[config.mk]
export PLATFORM = sky130hd
export DESIGN_NAME = ring_arbiter_flat
export DESIGN_NICKNAME = d
export VERILOG_FILES = /design/src/rtl/ring_arbiter_pkg.sv /design/src/rtl/ring_arbiter_if.sv /design/src/rtl/ring_arbiter_rr_pick.sv /design/src/rtl/ring_arbiter.sv /design/src/flat_wrapper.sv
export SDC_FILE = /design/constraint.sdc
export NUM_CORES = 1
export LEC_CHECK = 0
export CORE_MARGIN = 2
export CORE_UTILIZATION = 45
export CTS_CLUSTER_DIAMETER = 50
export DETAILED_ROUTE_END_ITERATION = 6
export PLACE_DENSITY = 0.68
export REMOVE_ABC_BUFFERS = 1
export SETUP_SLACK_MARGIN = 0.1
export SYNTH_ARGS = -nofsm -noshare
export SYNTH_HDL_FRONTEND = slang
export SYNTH_SLANG_ARGS = --single-unit
[constraint.sdc]
create_clock -name clk -period 2.64 [get_ports clk]
set_input_delay 0.264 -clock clk [delete_from_list [all_inputs] [get_ports clk]]
set_output_delay 0.264 -clock clk [all_outputs]
set_load 0.03 [all_outputs]
[src/rtl/ring_arbiter_pkg.sv]
// Shared types and helpers for the round-robin ring arbiter.
package arb_pkg;

    localparam int MAX_N = 32;

    typedef enum logic {
        IDLE = 1'b0,
        OWN  = 1'b1
    } state_t;

    // Rotate a one-hot vector toward higher index within the low n bits, wrapping n-1 back to 0.
    function automatic logic [MAX_N-1:0] rotl1(input logic [MAX_N-1:0] v, input int n);
        logic [MAX_N-1:0] mask;
        mask = (MAX_N'(1) << n) - MAX_N'(1);
        return ((v << 1) | (v >> (n - 1))) & mask;
    endfunction

endpackage

[src/rtl/ring_arbiter_if.sv]
// Requester-side bus of the ring arbiter: request vector in, one-hot grant and status out.
interface ring_arbiter_if #(
    parameter int N = 4
);
    localparam int IDW = $clog2(N);

    logic           en;
    logic [N-1:0]   req;
    logic [N-1:0]   grant;
    logic           grant_valid;
    logic [IDW-1:0] grant_id;
    logic           preempt;

    modport master (
        output en, req,
        input  grant, grant_valid, grant_id, preempt
    );

    modport slave (
        input  en, req,
        output grant, grant_valid, grant_id, preempt
    );
endinterface

[src/rtl/ring_arbiter_rr_pick.sv]
// Combinational round-robin picker: first set request at or above the one-hot pointer, with wrap.
module rr_pick #(
    parameter  int N   = 4,
    localparam int IDW = $clog2(N)
) (
    input  logic [N-1:0]   req,
    input  logic [N-1:0]   ptr,
    output logic [N-1:0]   winner,
    output logic [IDW-1:0] index
);

    logic [2*N-1:0] dbl_req;
    logic [2*N-1:0] mask;
    logic [2*N-1:0] masked;
    logic [2*N-1:0] first;

    // Doubling the request vector turns the wrap-around scan into a plain lowest-set-bit search.
    assign dbl_req = {req, req};
    assign mask    = ~({{N{1'b0}}, ptr} - {{(2*N-1){1'b0}}, 1'b1});
    assign masked  = dbl_req & mask;
    assign first   = masked & (~masked + {{(2*N-1){1'b0}}, 1'b1});
    assign winner  = first[N-1:0] | first[2*N-1:N];

    always_comb begin
        index = '0;
        for (int i = 0; i < N; i++) begin
            if (winner[i]) begin
                index = IDW'(i);
            end
        end
    end

endmodule

[src/rtl/ring_arbiter.sv]
// Round-robin arbiter with a rotating one-hot priority pointer and a per-tenure hold limit.
module ring_arbiter
    import arb_pkg::*;
#(
    parameter int N        = 4,
    parameter int MAX_HOLD = 16
) (
    input  logic              clk,
    input  logic              rst_n,
    ring_arbiter_if.slave     bus
);

    localparam int IDW = $clog2(N);
    localparam int HW  = $clog2(MAX_HOLD + 1);

    state_t         state_q, state_d;
    logic [N-1:0]   ptr_q, ptr_d;
    logic [N-1:0]   grant_q, grant_d;
    logic [IDW-1:0] id_q, id_d;
    logic           preempt_q, preempt_d;
    logic [HW-1:0]  hold_q, hold_d;

    logic [N-1:0]   winner;
    logic [IDW-1:0] winner_id;
    logic [N-1:0]   ptr_rot;
    logic           owner_req;

    rr_pick #(.N(N)) u_pick (
        .req    (bus.req),
        .ptr    (ptr_q),
        .winner (winner),
        .index  (winner_id)
    );

    assign ptr_rot   = N'(rotl1(MAX_N'(grant_q), N));
    assign owner_req = |(bus.req & grant_q);

    always_ff @(posedge clk or negedge rst_n) begin
        if (!rst_n) begin
            state_q   <= IDLE;
            ptr_q     <= {1'b1, {(N-1){1'b0}}};
            grant_q   <= '0;
            id_q      <= '0;
            preempt_q <= 1'b0;
            hold_q    <= '0;
        end else begin
            state_q   <= state_d;
            ptr_q     <= ptr_d;
            grant_q   <= grant_d;
            id_q      <= id_d;
            preempt_q <= preempt_d;
            hold_q    <= hold_d;
        end
    end

    always_comb begin
        state_d   = state_q;
        ptr_d     = ptr_q;
        grant_d   = grant_q;
        id_d      = id_q;
        preempt_d = 1'b0;
        hold_d    = hold_q;

        unique case (state_q)
            IDLE: begin
                grant_d = '0;
                id_d    = '0;
                hold_d  = '0;
                if (bus.en && (|bus.req)) begin
                    state_d = OWN;
                    grant_d = winner;
                    id_d    = winner_id;
                    hold_d  = HW'(1);
                end
            end
            OWN: begin
                // A release on the timeout cycle wins over the preempt, so preempt stays low.
                if (!owner_req || (hold_q == HW'(MAX_HOLD))) begin
                    state_d   = IDLE;
                    grant_d   = '0;
                    id_d      = '0;
                    hold_d    = '0;
                    ptr_d     = ptr_rot;
                    preempt_d = owner_req;
                end else begin
                    hold_d = hold_q + HW'(1);
                end
            end
            default: begin
                state_d = IDLE;
                grant_d = '0;
                id_d    = '0;
                hold_d  = '0;
            end
        endcase
    end

    assign bus.grant       = grant_q;
    assign bus.grant_valid = |grant_q;
    assign bus.grant_id    = id_q;
    assign bus.preempt     = preempt_q;

endmodule
[src/flat_wrapper.sv]
// flat-port wrapper written by rule: the top's interface ports become plain ports
module ring_arbiter_flat import arb_pkg::*;
#(
    parameter int N        = 4,
    parameter int MAX_HOLD = 16
)
  (clk, rst_n, bus_en, bus_req, bus_grant, bus_grant_valid, bus_grant_id, bus_preempt);
  ring_arbiter_if #(.N(N)) bus_i ();
  input  logic clk;
  input  logic rst_n;
  input wire logic [$bits(bus_i.en)-1:0] bus_en;
  input wire logic [$bits(bus_i.req)-1:0] bus_req;
  output wire logic [$bits(bus_i.grant)-1:0] bus_grant;
  output wire logic [$bits(bus_i.grant_valid)-1:0] bus_grant_valid;
  output wire logic [$bits(bus_i.grant_id)-1:0] bus_grant_id;
  output wire logic [$bits(bus_i.preempt)-1:0] bus_preempt;
  assign bus_i.en = bus_en;
  assign bus_i.req = bus_req;
  assign bus_grant = bus_i.grant;
  assign bus_grant_valid = bus_i.grant_valid;
  assign bus_grant_id = bus_i.grant_id;
  assign bus_preempt = bus_i.preempt;
  ring_arbiter #(.N(N), .MAX_HOLD(MAX_HOLD)) u_core (.clk(clk), .rst_n(rst_n), .bus(bus_i));
endmodule
* Word level (Yosys, flattened, before mapping) *
Index checks and enable logic that the tools add are counted.
Widths: inputs -> output; s select.

storage, ports and cells
  output and inout port bits = 8
  register bits = 17
  logic and storage cells = 43
  bits of input ports = 7

operators by class
  add/sub/neg operators = 3
  mux-type cells = 17
  bitwise logic cells = 8
  reductions and logical operators = 7
  eq/ne operators = 2

operators with widths
  operator             number
  $and 8x8->8          2
  $not 8->8            2
  $reduce_or 4->1      3
  $pmux 5 s2           1
  $add 8x1->8 const B  1
  $mux 2               4
  $mux 4               2
  $pmux 4 s2           1
  $mux 1               6
  $add 5x1->5 const B  1
  $eq 5x5->1 const B   1
  $mux 5               1
  $sub 4x1->5 const B  1
  $and 4x4->4          1
  $or 4x1->4           1
  $or 4x4->4           1
  $pmux 2 s2           1
  $ne 2x2->1 const B   1
  $pmux 1 s2           1
  $reduce_and 2->1     1
  $logic_and 1x1->1    1
  $logic_not 1->1      1
  $logic_or 1x1->1     1
  $not 1->1            1

* Logic depth before layout (Yosys ltp) *
  depth in word-level cells = 12
  mapped depth = 8
  depth with buffers taken out = 7

* Hierarchy *
A second synthesis with hierarchy kept.

second synthesis, totals
  cells, all modules = 112
  area, all modules = 1049.8 µm²

modules (own cells, without submodules)
  module        cells each  sequential area each (µm²)  instances  area each (µm²)
  ring_arbiter  74          426.7                       1          817.0
  rr_pick       38          0.0                         1          232.7

* Least setup slack after synthesis *
Ideal clock, no wire load.

  kind = reg2reg
  start = register u_core.ptr_q[0]
  end = register u_core.id_q[0] (netlist: u_core.bus.grant_id[0])
  cell stages (with the launch flop) = 8
  period minus slack after synthesis = 1.723 ns
  buffers on the path = 0
  required time = 2.575 ns
  path slack = 0.917 ns
  arrival = 1.658 ns
  setup time = 0.065 ns
  cells stage by stage = dfrtp_1 inv_1 ha_1 a22oi_1 o21ai_0 or2_4 a211oi_2 a211o_1

between the ends
  cells in the longest elaborated chain, start to end = 12

RTL lines
  item                    line                        RTL
  start, declared         ring_arbiter.sv:17          logic [N-1:0] ptr_q, ptr_d;
  start signal, assigned  ring_arbiter.sv:41          ptr_q <= {1'b1, {(N-1){1'b0}}};
  start signal, assigned  ring_arbiter.sv:48          ptr_q <= ptr_d;
  $sub 4x1->5 (*)         ring_arbiter_rr_pick.sv:19  assign mask = ~({{N{1'b0}}, ptr} - {{(2*N-1){1'b0}}, 1'b1});
  $not 8->8 (*)           ring_arbiter_rr_pick.sv:19
  $and 8x8->8 (*)         ring_arbiter_rr_pick.sv:20  assign masked = dbl_req & mask;
  $not 8->8               ring_arbiter_rr_pick.sv:21  assign first = masked & (~masked + {{(2*N-1){1'b0}}, 1'b1});
  $add 8x1->8             ring_arbiter_rr_pick.sv:21
  $and 8x8->8 (*)         ring_arbiter_rr_pick.sv:21
  $or 4x4->4 (*)          ring_arbiter_rr_pick.sv:22  assign winner = first[N-1:0] | first[2*N-1:N];
  $mux 1                  ring_arbiter_rr_pick.sv:27  if (winner[i]) begin
  $mux 2                  ring_arbiter_rr_pick.sv:27
  $mux 2 (*)              ring_arbiter_rr_pick.sv:27
  $mux 2 (*)              ring_arbiter.sv:69          if (bus.en && (|bus.req)) begin
  $pmux 2 s2 (*)          ring_arbiter.sv:64          unique case (state_q)
  end signal, assigned    ring_arbiter.sv:50          id_q <= id_d;
  end, declared           ring_arbiter.sv:19          logic [IDW-1:0] id_q, id_d;

Mark *: on every way between the ends. The rest lies on a longest branch, timed or not.
A chain may end at the register's enable or synchronous reset.

* Final worst setup path *
  start = register u_core.grant_q[0] (netlist: u_core.bus.grant[0])
  end = output port bus_grant_valid

between the ends
  cells in the longest elaborated chain, start to end = 1

RTL lines
  item                    line                RTL
  start, declared         ring_arbiter.sv:18  logic [N-1:0] grant_q, grant_d;
  start signal, assigned  ring_arbiter.sv:49  grant_q <= grant_d;
  $reduce_or 4->1         ring_arbiter.sv:99  assign bus.grant_valid = |grant_q;
  end, declared           flat_wrapper.sv:14  output wire logic [$bits(bus_i.grant_valid)-1:0] bus_grant_valid;

Every way passes these cells.

==> results.tsv <==
metric	value	unit
VDD IR max	248	uV
RSZ-0062 raised after global routing	no	
outcome	complete, no violations	
critical path class	flop to output port	
Clock Root Buffer	clkbuf_4	
crit path DAT	1.85	ns
initial antenna violation count	0	
Setup Total Neg Slack	0	ns
Switch Pwr	115	uW
final cycle utilization of the critical path	80.1	%
switching share of power	24.9	%
CTS buffer count	3	
P_int	346	uW
Nets	113	
final hold violation count	0	
CORE AREA	1940	sq um
CTS tree	done	
Min-Delay Path Class	input port to asynchronous set/reset pin	
Layout area overhead	20.2	%
fmax	0.473	GHz
Reg clk slew, reported paths	0.10	ns
vias after detailed routing	698	
synthesis-stage register bit count	17	
# rows	16	
Iter 0 DRT Violations	12	
vias in the first global route	672	
H-tree depth	1	
die area	2430	sq um
DR DRC count	0	
power share of the sequential group	58.7	%
Layout fillers	174	
Seq/Total Area, Yosys	46.2	%
wirelength, routed	1790	um
Max Buffers Root-to-Sink	2	
power density over cell area	415	nW/um^2
max cap viols	0	
Post-synth EDFFs	0	
warnings from Yosys	0	
grt ovf	0	
GRT Overall Usage	16.5	%
Startpoint Class	flop	
antenna-violating nets left	0	
Layout Skew	0.00626	ns
layout cell share with drive strength beyond 1	12.7	%
first-pass GRT wire length	3040	um
Syn Area/Cell	10.7	sq um
Setup violations, final	0	
worst endpoint required time	2.38	ns
Rel. slew slack	49.5	%
P_leak	0.000516	uW
min cycle time layout	2.11	ns
Post-CTS Setup Inserts	0	
# diodes	0	
Routed WL per cell	13.9	um
Distinct cells, synth	36	
Slew Viols, Final	0	
routability cong.	0.817	
DP HPWL	1350	um
hold bufs inserted after CTS	0	
largest net degree at the start of global routing	18	
Clock Power Share	29.7	%
Die Span Y	49.3	um
clock sink count	17	
Worst-Margin Slew	0.755	ns
Top Ports	15	
Port Buffers	14	
Gate power share	11.6	%
Main synth FF type	dfrtp_1	
Syn Inst Count	86	
First-pass DRT Iterations	4	
Die W	49.3	um
PostCTS Resize Cnt	0	
ys async rst share	100	%
crit end category	output port	
Starting Density	47.6	%
synthesized area	923	sq um
worst skew pair latency	0.29	ns
vias per inst	5.41	
worst hold margin	0.410	ns
peak fanout along the critical path	5	
[through the flow]
stage / total power (uW) / worst slack, ns / util [%] / std cells / area, sq um
finish: 460 / 0.526 / 57.2 / 129 / 1110
floorplan: 301 / 0.917 / - / 84 / 908
detailed placement: 328 / 0.603 / 55.7 / 125 / 1080
CTS: 466 / 0.507 / 57.2 / 129 / 1110
global route: 483 / 0.462 / 57.2 / 129 / 1110
global placement: 328 / 0.625 / 55.7 / 125 / 1080
[worst paths after layout]
check	start	end	slack, ns	cells past startpoint
setup / recovery	u_core.bus.grant[0]$_DFFE_PN0P_	bus_grant_valid	0.53	2
max in group asynchronous	rst_n	u_core.bus.grant[3]$_DFFE_PN0P_	1.76	1
hold / removal	rst_n	u_core.bus.grant[0]$_DFFE_PN0P_	0.41	1
min in group clk	u_core.bus.grant_id[1]$_DFFE_PN0P_	u_core.bus.grant_id[1]$_DFFE_PN0P_	0.50	1
setup reg to reg	u_core.ptr_q[0]$_DFFE_PN0P_	u_core.bus.grant_id[1]$_DFFE_PN0P_	0.67	7
hold reg to reg	u_core.bus.grant_id[1]$_DFFE_PN0P_	u_core.bus.grant_id[1]$_DFFE_PN0P_	0.50	1
[power groups by stage]
stage / Combinational (uW) / Clock (uW) / Sequential (uW)
floorplan: 25.4 / 0 / 276
global placement: 53.1 / 0 / 275
detailed placement: 53.2 / 0 / 275
CTS: 53.8 / 142 / 270
global route: 59.0 / 153 / 271
finish: 53.4 / 137 / 270
[critical path: stages, from the launching register on]
cell             delay, ns
dfrtp_1               0.43
or4_1                 0.53
clkdlybuf4s50_1       0.60
[placed cells by master (no fill, tap or decap), drive strengths merged, types with 2 or more instances in the layout]
master / instances
a211o: 2
a21o: 3
a21oi: 5
a22oi: 3
clkbuf: 3
clkdlybuf4s50: 14
dfrtp: 16
ha: 3
inv: 6
mux2: 4
nand2: 6
nand2b: 3
nand3: 2
nor2: 4
o21ai: 4
o41ai: 2
xor2: 4
[cells by family (layout without fill, tap and decap cells)]
family                   Yosys count  after routing  share of synthesized area (%)
XOR/XNOR                           5              5                           4.74
flip-flops                        17             17                           46.2
multiplexers                       4              4                           4.88
AO/OA/AOI/OAI                     23             23                           19.2
adder cells (fa/ha/maj)            3              3                           4.07
AND/OR/NAND/NOR                   26             26                           16.8
buffers and inverters              8             24                           4.06
[state kept, by name (all words and copies together), names as in the netlist]
register	flops
u_core.state_q	1
u_core.bus.preempt	1
u_core.bus.grant	4
u_core.ptr_q	4
u_core.hold_q	5
u_core.bus.grant_id	2
[metal layers]
metal | vias up | wire length, um | share of wire, % | track usage (%)
li1 | 343 | - | - | -
met1 | 340 | 961 | 54 | 24.1
met2 | 11 | 743 | 42 | 23.2
met3 | 4 | 51 | 2.9 | 2.76
met4 | 0 | 31 | 1.7 | 8.57
met5 | - | 0 | 0 | 0
[area by class of cell]
type	instances	area (sq um)	area share (%)
Clock inverter	1	5.00	0.451
Tap cell	27	33.8	3.04
Clock buffer	3	22.5	2.03
Timing Repair Buffer	14	140	12.6
Multi-Input combinational cell	61	459	41.4
Inverter	6	22.5	2.03
Sequential cell	17	427	38.4
[synth_stat cells (2+ instances only)]
cell	number	share of area, %
nor2_1	4	1.6
a21oi_1	5	2.7
inv_1	6	2.4
nand2_1	6	2.4
nand2b_1	3	2.0
xor2_1	4	3.8
dfrtp_1	16	43
a22oi_1	3	2.4
nand3_1	2	1.1
o41ai_1	2	1.9
ha_1	3	4.1
mux2_2	4	4.9
a21o_1	3	2.4
a211o_1	2	1.9
o21ai_0	2	1.1
(Power assumes the default switching activity.)
